--- src/rtl/mem_read_arbiter.sv ---
// Two-master AXI4 read-channel arbiter (port 0 = I-cache, port 1 = D-cache), one burst in flight.
// Optional rid-vs-grant check producing a sticky arb_err is enabled by defining ARB_ID_CHECK_EN.
module mem_read_arbiter #(
    parameter int ID_WIDTH   = 13,
    parameter int ADDR_WIDTH = 64,
    parameter int DATA_WIDTH = 64
) (
    input  logic                  clk,
    input  logic                  reset,

    input  logic                  m0_arvalid,
    output logic                  m0_arready,
    input  logic [ADDR_WIDTH-1:0] m0_araddr,
    input  logic [7:0]            m0_arlen,
    output logic                  m0_rvalid,
    input  logic                  m0_rready,
    output logic [DATA_WIDTH-1:0] m0_rdata,
    output logic                  m0_rlast,

    input  logic                  m1_arvalid,
    output logic                  m1_arready,
    input  logic [ADDR_WIDTH-1:0] m1_araddr,
    input  logic [7:0]            m1_arlen,
    output logic                  m1_rvalid,
    input  logic                  m1_rready,
    output logic [DATA_WIDTH-1:0] m1_rdata,
    output logic                  m1_rlast,

    output logic                  axi_arvalid,
    input  logic                  axi_arready,
    output logic [ADDR_WIDTH-1:0] axi_araddr,
    output logic [7:0]            axi_arlen,
    output logic [ID_WIDTH-1:0]   axi_arid,
    input  logic                  axi_rvalid,
    output logic                  axi_rready,
    input  logic [DATA_WIDTH-1:0] axi_rdata,
    input  logic                  axi_rlast,
    input  logic [ID_WIDTH-1:0]   axi_rid
`ifdef ARB_ID_CHECK_EN
    ,
    output logic                  arb_err
`endif
);

    typedef enum logic [1:0] {
        ST_IDLE = 2'd0,
        ST_ADDR = 2'd1,
        ST_DATA = 2'd2
    } state_t;

    state_t state_q, state_d;
    logic   grant_q, grant_d;
    logic   last_q,  last_d;

    logic [1:0]            req_arvalid;
    logic [1:0]            req_rready;
    logic [ADDR_WIDTH-1:0] req_araddr [2];
    logic [7:0]            req_arlen  [2];

    logic [1:0]            resp_arready;
    logic [1:0]            resp_rvalid;
    logic [1:0]            resp_rlast;
    logic [DATA_WIDTH-1:0] resp_rdata [2];

    logic                  in_addr;
    logic                  in_data;
    logic [1:0]            own_addr;
    logic [1:0]            own_data;
    logic [ID_WIDTH-1:0]   grant_id;
    logic                  beat_accept;

    assign req_arvalid   = {m1_arvalid, m0_arvalid};
    assign req_rready    = {m1_rready,  m0_rready};
    assign req_araddr[0] = m0_araddr;
    assign req_araddr[1] = m1_araddr;
    assign req_arlen[0]  = m0_arlen;
    assign req_arlen[1]  = m1_arlen;

    assign in_addr  = (state_q == ST_ADDR);
    assign in_data  = (state_q == ST_DATA);
    assign own_addr = in_addr ? (grant_q ? 2'b10 : 2'b01) : 2'b00;
    assign own_data = in_data ? (grant_q ? 2'b10 : 2'b01) : 2'b00;
    assign grant_id = {{(ID_WIDTH-1){1'b0}}, grant_q};

    // Next-state: arbitration is only ever decided in IDLE, so a grant costs one cycle.
    always_comb begin
        state_d = state_q;
        grant_d = grant_q;
        last_d  = last_q;
        case (state_q)
            ST_IDLE: begin
                if (req_arvalid != 2'b00) begin
                    state_d = ST_ADDR;
                    if (req_arvalid == 2'b11) begin
                        grant_d = ~last_q;
                    end else begin
                        grant_d = req_arvalid[1];
                    end
                end
            end
            ST_ADDR: begin
                if (!req_arvalid[grant_q]) begin
                    state_d = ST_IDLE;
                end else if (axi_arready) begin
                    last_d  = grant_q;
                    state_d = ST_DATA;
                end
            end
            ST_DATA: begin
                if (beat_accept && axi_rlast) begin
                    state_d = ST_IDLE;
                end
            end
            default: begin
                state_d = ST_IDLE;
            end
        endcase
    end

    always_ff @(posedge clk or posedge reset) begin
        if (reset) begin
            state_q <= ST_IDLE;
            grant_q <= 1'b0;
            last_q  <= 1'b1;
        end else begin
            state_q <= state_d;
            grant_q <= grant_d;
            last_q  <= last_d;
        end
    end

    // Downstream side: address path only live in ADDR, response ready only in DATA.
    assign axi_arvalid = in_addr & req_arvalid[grant_q];
    assign axi_araddr  = in_addr ? req_araddr[grant_q] : '0;
    assign axi_arlen   = in_addr ? req_arlen[grant_q]  : '0;
    assign axi_arid    = in_addr ? grant_id            : '0;
    assign axi_rready  = in_data & req_rready[grant_q];
    assign beat_accept = axi_rvalid & axi_rready;

    generate
        for (genvar gi = 0; gi < 2; gi++) begin : g_port
            assign resp_arready[gi] = own_addr[gi] & axi_arready;
            assign resp_rvalid[gi]  = own_data[gi] & axi_rvalid;
            assign resp_rlast[gi]   = own_data[gi] & axi_rlast;
            assign resp_rdata[gi]   = own_data[gi] ? axi_rdata : '0;
        end
    endgenerate

    assign m0_arready = resp_arready[0];
    assign m0_rvalid  = resp_rvalid[0];
    assign m0_rlast   = resp_rlast[0];
    assign m0_rdata   = resp_rdata[0];
    assign m1_arready = resp_arready[1];
    assign m1_rvalid  = resp_rvalid[1];
    assign m1_rlast   = resp_rlast[1];
    assign m1_rdata   = resp_rdata[1];

`ifdef ARB_ID_CHECK_EN
    logic arb_err_q, arb_err_d;

    // Errant beats are still forwarded; the flag only records that one was seen.
    always_comb begin
        arb_err_d = arb_err_q;
        if (beat_accept && (axi_rid != grant_id)) begin
            arb_err_d = 1'b1;
        end
    end

    always_ff @(posedge clk or posedge reset) begin
        if (reset) begin
            arb_err_q <= 1'b0;
        end else begin
            arb_err_q <= arb_err_d;
        end
    end

    assign arb_err = arb_err_q;
`else
    logic unused_rid;
    assign unused_rid = ^axi_rid;
`endif

endmodule

--- config.mk ---
export PLATFORM = sky130hd
export DESIGN_NAME = mem_read_arbiter
export DESIGN_NICKNAME = d
export VERILOG_FILES = /design/src/rtl/mem_read_arbiter.sv
export SDC_FILE = /design/constraint.sdc
export NUM_CORES = 1
export LEC_CHECK = 0
export BUFFER_PORTS_ARGS = -buffer_cell sky130_fd_sc_hd__buf_4
export CAP_MARGIN = 20
export CORE_AREA = 2 2 173 175
export CTS_CLUSTER_SIZE = 16
export DETAILED_ROUTE_END_ITERATION = 8
export DIE_AREA = 0 0 175 177
export PLACE_DENSITY_LB_ADDON = 0.25
export SYNTH_ARGS = -nofsm -noshare
export SYNTH_HDL_FRONTEND = slang
export SYNTH_SLANG_ARGS = --single-unit
--- constraint.sdc ---
create_clock -name clk -period 2.55 [get_ports clk]
set_input_delay 0.3825 -clock clk [delete_from_list [all_inputs] [get_ports clk]]
set_output_delay 0.3825 -clock clk [all_outputs]
set_load 0.1 [all_outputs]
==> qor.csv <==
stage,metric,value,unit
status,result of the run,"complete, no violations",
place,IO buf count,425,
worst_setup_path,worst-path cell with the longest stage delay,nand2b_2,
route,routed via count,3826,
worst_setup_path,critical path data required time,2.17,ns
layout,Area growth syn-to-layout,152,%
yosys,Synth Cell Area,2400,um2
sta,final worst-path cycle share,93.3,%
sta,final hold violations,0,
route,number of DRC markers after the initial detailed-route iteration,61,
sta,post-route clock skew,0.00142,ns
route,per-cell via count in the routed design,3.33,
route,TritonRoute pass-1 iters,4,
global_route,total congestion overflow,0,
sta,final setup fails,0,
clocking,maximum clock path buffer count,2,
global_route,maximum number of pins on one net before global-route repair,67,
clocking,Post-CTS Hold Buffers,0,
yosys,cell type with the highest aggregate area in the netlist,and2_1,
layout,fraction of layout cells with a size suffix above 1,59.2,%
worst_setup_path,cell breakdown of the critical path,nand2b_2 > buf_12 > nor2_1 > buf_4,
global_route,GRT Resource Usage Total,8.48,%
place,total placed cells including tap cells,1144,
yosys,Gate Count Post-Synth,350,
layout,non-filler cells in the finished layout,1149,
worst_setup_path,delay of the slowest cell on the worst path,0.55,ns
global_route,number of antenna violations at the first check in global routing,1,
worst_setup_path,CP Max Fanout,24,
yosys,post-synth top area share,34.4,%
yosys,share of synthesized area occupied by flip-flops and latches,4.22,%
place,Detailed Place HPWL,13000,um
sta,clock period minus final worst setup slack,2.38,ns
yosys,unique cell type count in the Yosys netlist,24,
sta,peak clock frequency supported by timing,420,MHz
clocking,TritonCTS Sinks,4,
route,Antenna Violating Nets Remaining,0,
floorplanning,overall die height,177,um
worst_setup_path,r2r startpoint,grant_q,
clocking,Worst-path clk slew,0.03,ns
sta,setup total negative slack,0,ns
clocking,CTS-repair resized insts,0,
floorplanning,num rows,63,
worst_setup_path,startpoint type of the worst setup path,flip-flop,
sta,unrepaired setup endpoints after global routing,no,
job,Maximum Capacitance Violations,0,
floorplanning,Top Ports,451,
clocking,clock tree root driver cell,clkbuf_16,
yosys,leading post-synthesis cells by cell area,"and2_1 34%, mux2i_1 30%, nor2_1 12%",
worst_setup_path,cell depth of the worst flop-to-flop path,4,
worst_hold_path,class of the tightest hold or removal check,in2async,
floorplanning,initial core utilization,8.21,%
worst_setup_path,buffers plus inverters on the worst setup path,2,
sta,number of pins with negative max-slew slack in the final report,0,
sta,Worst-Margin Slew,0.703,ns
worst_setup_path,Worst R2R Setup Slack,0.83,ns
clocking,TritonCTS clock tree,yes,
worst_setup_path,kind of end point of the critical path,output pin,
clocking,count of buffers added by post-CTS timing repair for setup,0,
clocking,number of clock buffers inserted by TritonCTS,3,
worst_setup_path,worst endpoint data arrival time,2.00,ns
floorplanning,core region area,29200,um2
global_route,via count of the first global-routing pass,3812,
worst_setup_path,WS Path Type,reg2out,
sta,max-slew headroom at the worst pin,53.1,%
floorplanning,Die Footprint,31000,um2
floorplanning,Die Wd,175,um
clocking,htree depth,1,
route,final routed wirelength across all metal layers,14900,um
layout,post-layout net count,989,
clocking,source-to-sink clock delay at the later pin of the worst-skew pair,0.22,ns
worst_setup_path,Top Family by Delay on Critical Path,simple AND/OR/NAND/NOR gates,
worst_setup_path,end of the worst register-to-register path,last_q,
yosys,count of state elements after synthesis,4,
route,routed length per placed instance,12.9,um
yosys,YS warnings,0,
place,final estimated routing congestion in global placement,0.724,
global_route,global-route wire length before repair,20400,um
layout,final-layout fill cell count,3277,
route,detailed-route DRC error count,0,
yosys,"Avg Cell Area, Syn",6.86,um2
-- stage by stage --
| step | setup slack [ns] | instance area (um2) | util [%] | hold slack (ns) |
|---|---|---|---|---|
| global route | 0.0340 | 6060 | 20.7 | 0.0569 |
| floorplan | -0.00540 | 2440 | - | 0.148 |
| global placement | 0.359 | 5980 | 20.4 | 0.281 |
| CTS | 0.119 | 6060 | 20.7 | 0.0449 |
| finish | 0.170 | 6060 | 20.7 | 0.0408 |
| detailed placement | 0.350 | 5980 | 20.4 | 0.279 |
-- routing by layer --
metal / routed length [um] / share of wire (%) / GRT usage, %
met1: 5070 / 34 / 8.39
met2: 7950 / 53 / 17.1
met3: 1540 / 10 / 1.95
met4: 312 / 2.1 / 2.81
met5: 0 / 0 / 0
-- cells in the mapped netlist, drive strengths merged --
| cell type | instances |
|---|---|
| nand2b | 2 |
| nand3b | 1 |
| and3 | 1 |
| buf | 38 |
| o22a | 1 |
| nor2b | 2 |
| o21ai | 1 |
| clkbuf | 5 |
| inv | 2 |
| nor2 | 81 |
| conb | 1 |
| dfstp | 1 |
| dfrtp | 3 |
| nand2 | 3 |
| a32o | 1 |
| and2 | 132 |
| mux2 | 2 |
| mux2i | 73 |
-- layout by cell type, fill, tap and decap left out, drive strengths merged --
cell,n
and2,132
clkbuf,4
mux2,2
nand2,3
nand3b,1
o22a,1
mux2i,73
dfstp,1
diode,1
buf,436
o21ai,1
nor2b,2
nand2b,2
nor2,81
dfrtp,3
and3,1
conb,12
a32o,1
inv,2
-- worst max-delay path by stage --
stage,depth (start not counted),startpoint,endpoint
2_1_floorplan,5,grant_q,axi_arlen[0]
3_3_place_gp,4,state_q[1],axi_araddr[55]
3_5_place_dp,4,state_q[1],axi_araddr[55]
4_1_cts,4,state_q[1],axi_araddr[55]
5_1_grt,4,state_q[1],axi_araddr[15]
6_report,4,state_q[1],axi_araddr[55]
-- area by class of cell --
class	count	area, um2	area share, %
tap	390	488	8.05
clock buffer	4	78.8	1.30
sequential	4	105	1.73
inverter	2	7.51	0.124
multi-input combinational	312	2040	33.7
timing repair buffer	436	3340	55.0
antenna	1	2.50	0.0413
-- cell families after synthesis --
family,count (synthesis),share of synthesized area (%)
AOI/OAI and AO/OA,3,0.989
buffers and inverters,45,13.0
muxes,75,31.5
other,1,0.156
DFF,4,4.22
and+or+nand+nor,222,50.2
-- registers in the layout (all words and copies together), names as in the netlist --
name     count
last_q       1
grant_q      1
state_q      2
Power is left out: the tool's default activity adds up to more than one toggle a clock period on the data nets, which glitch-free logic cannot reach.
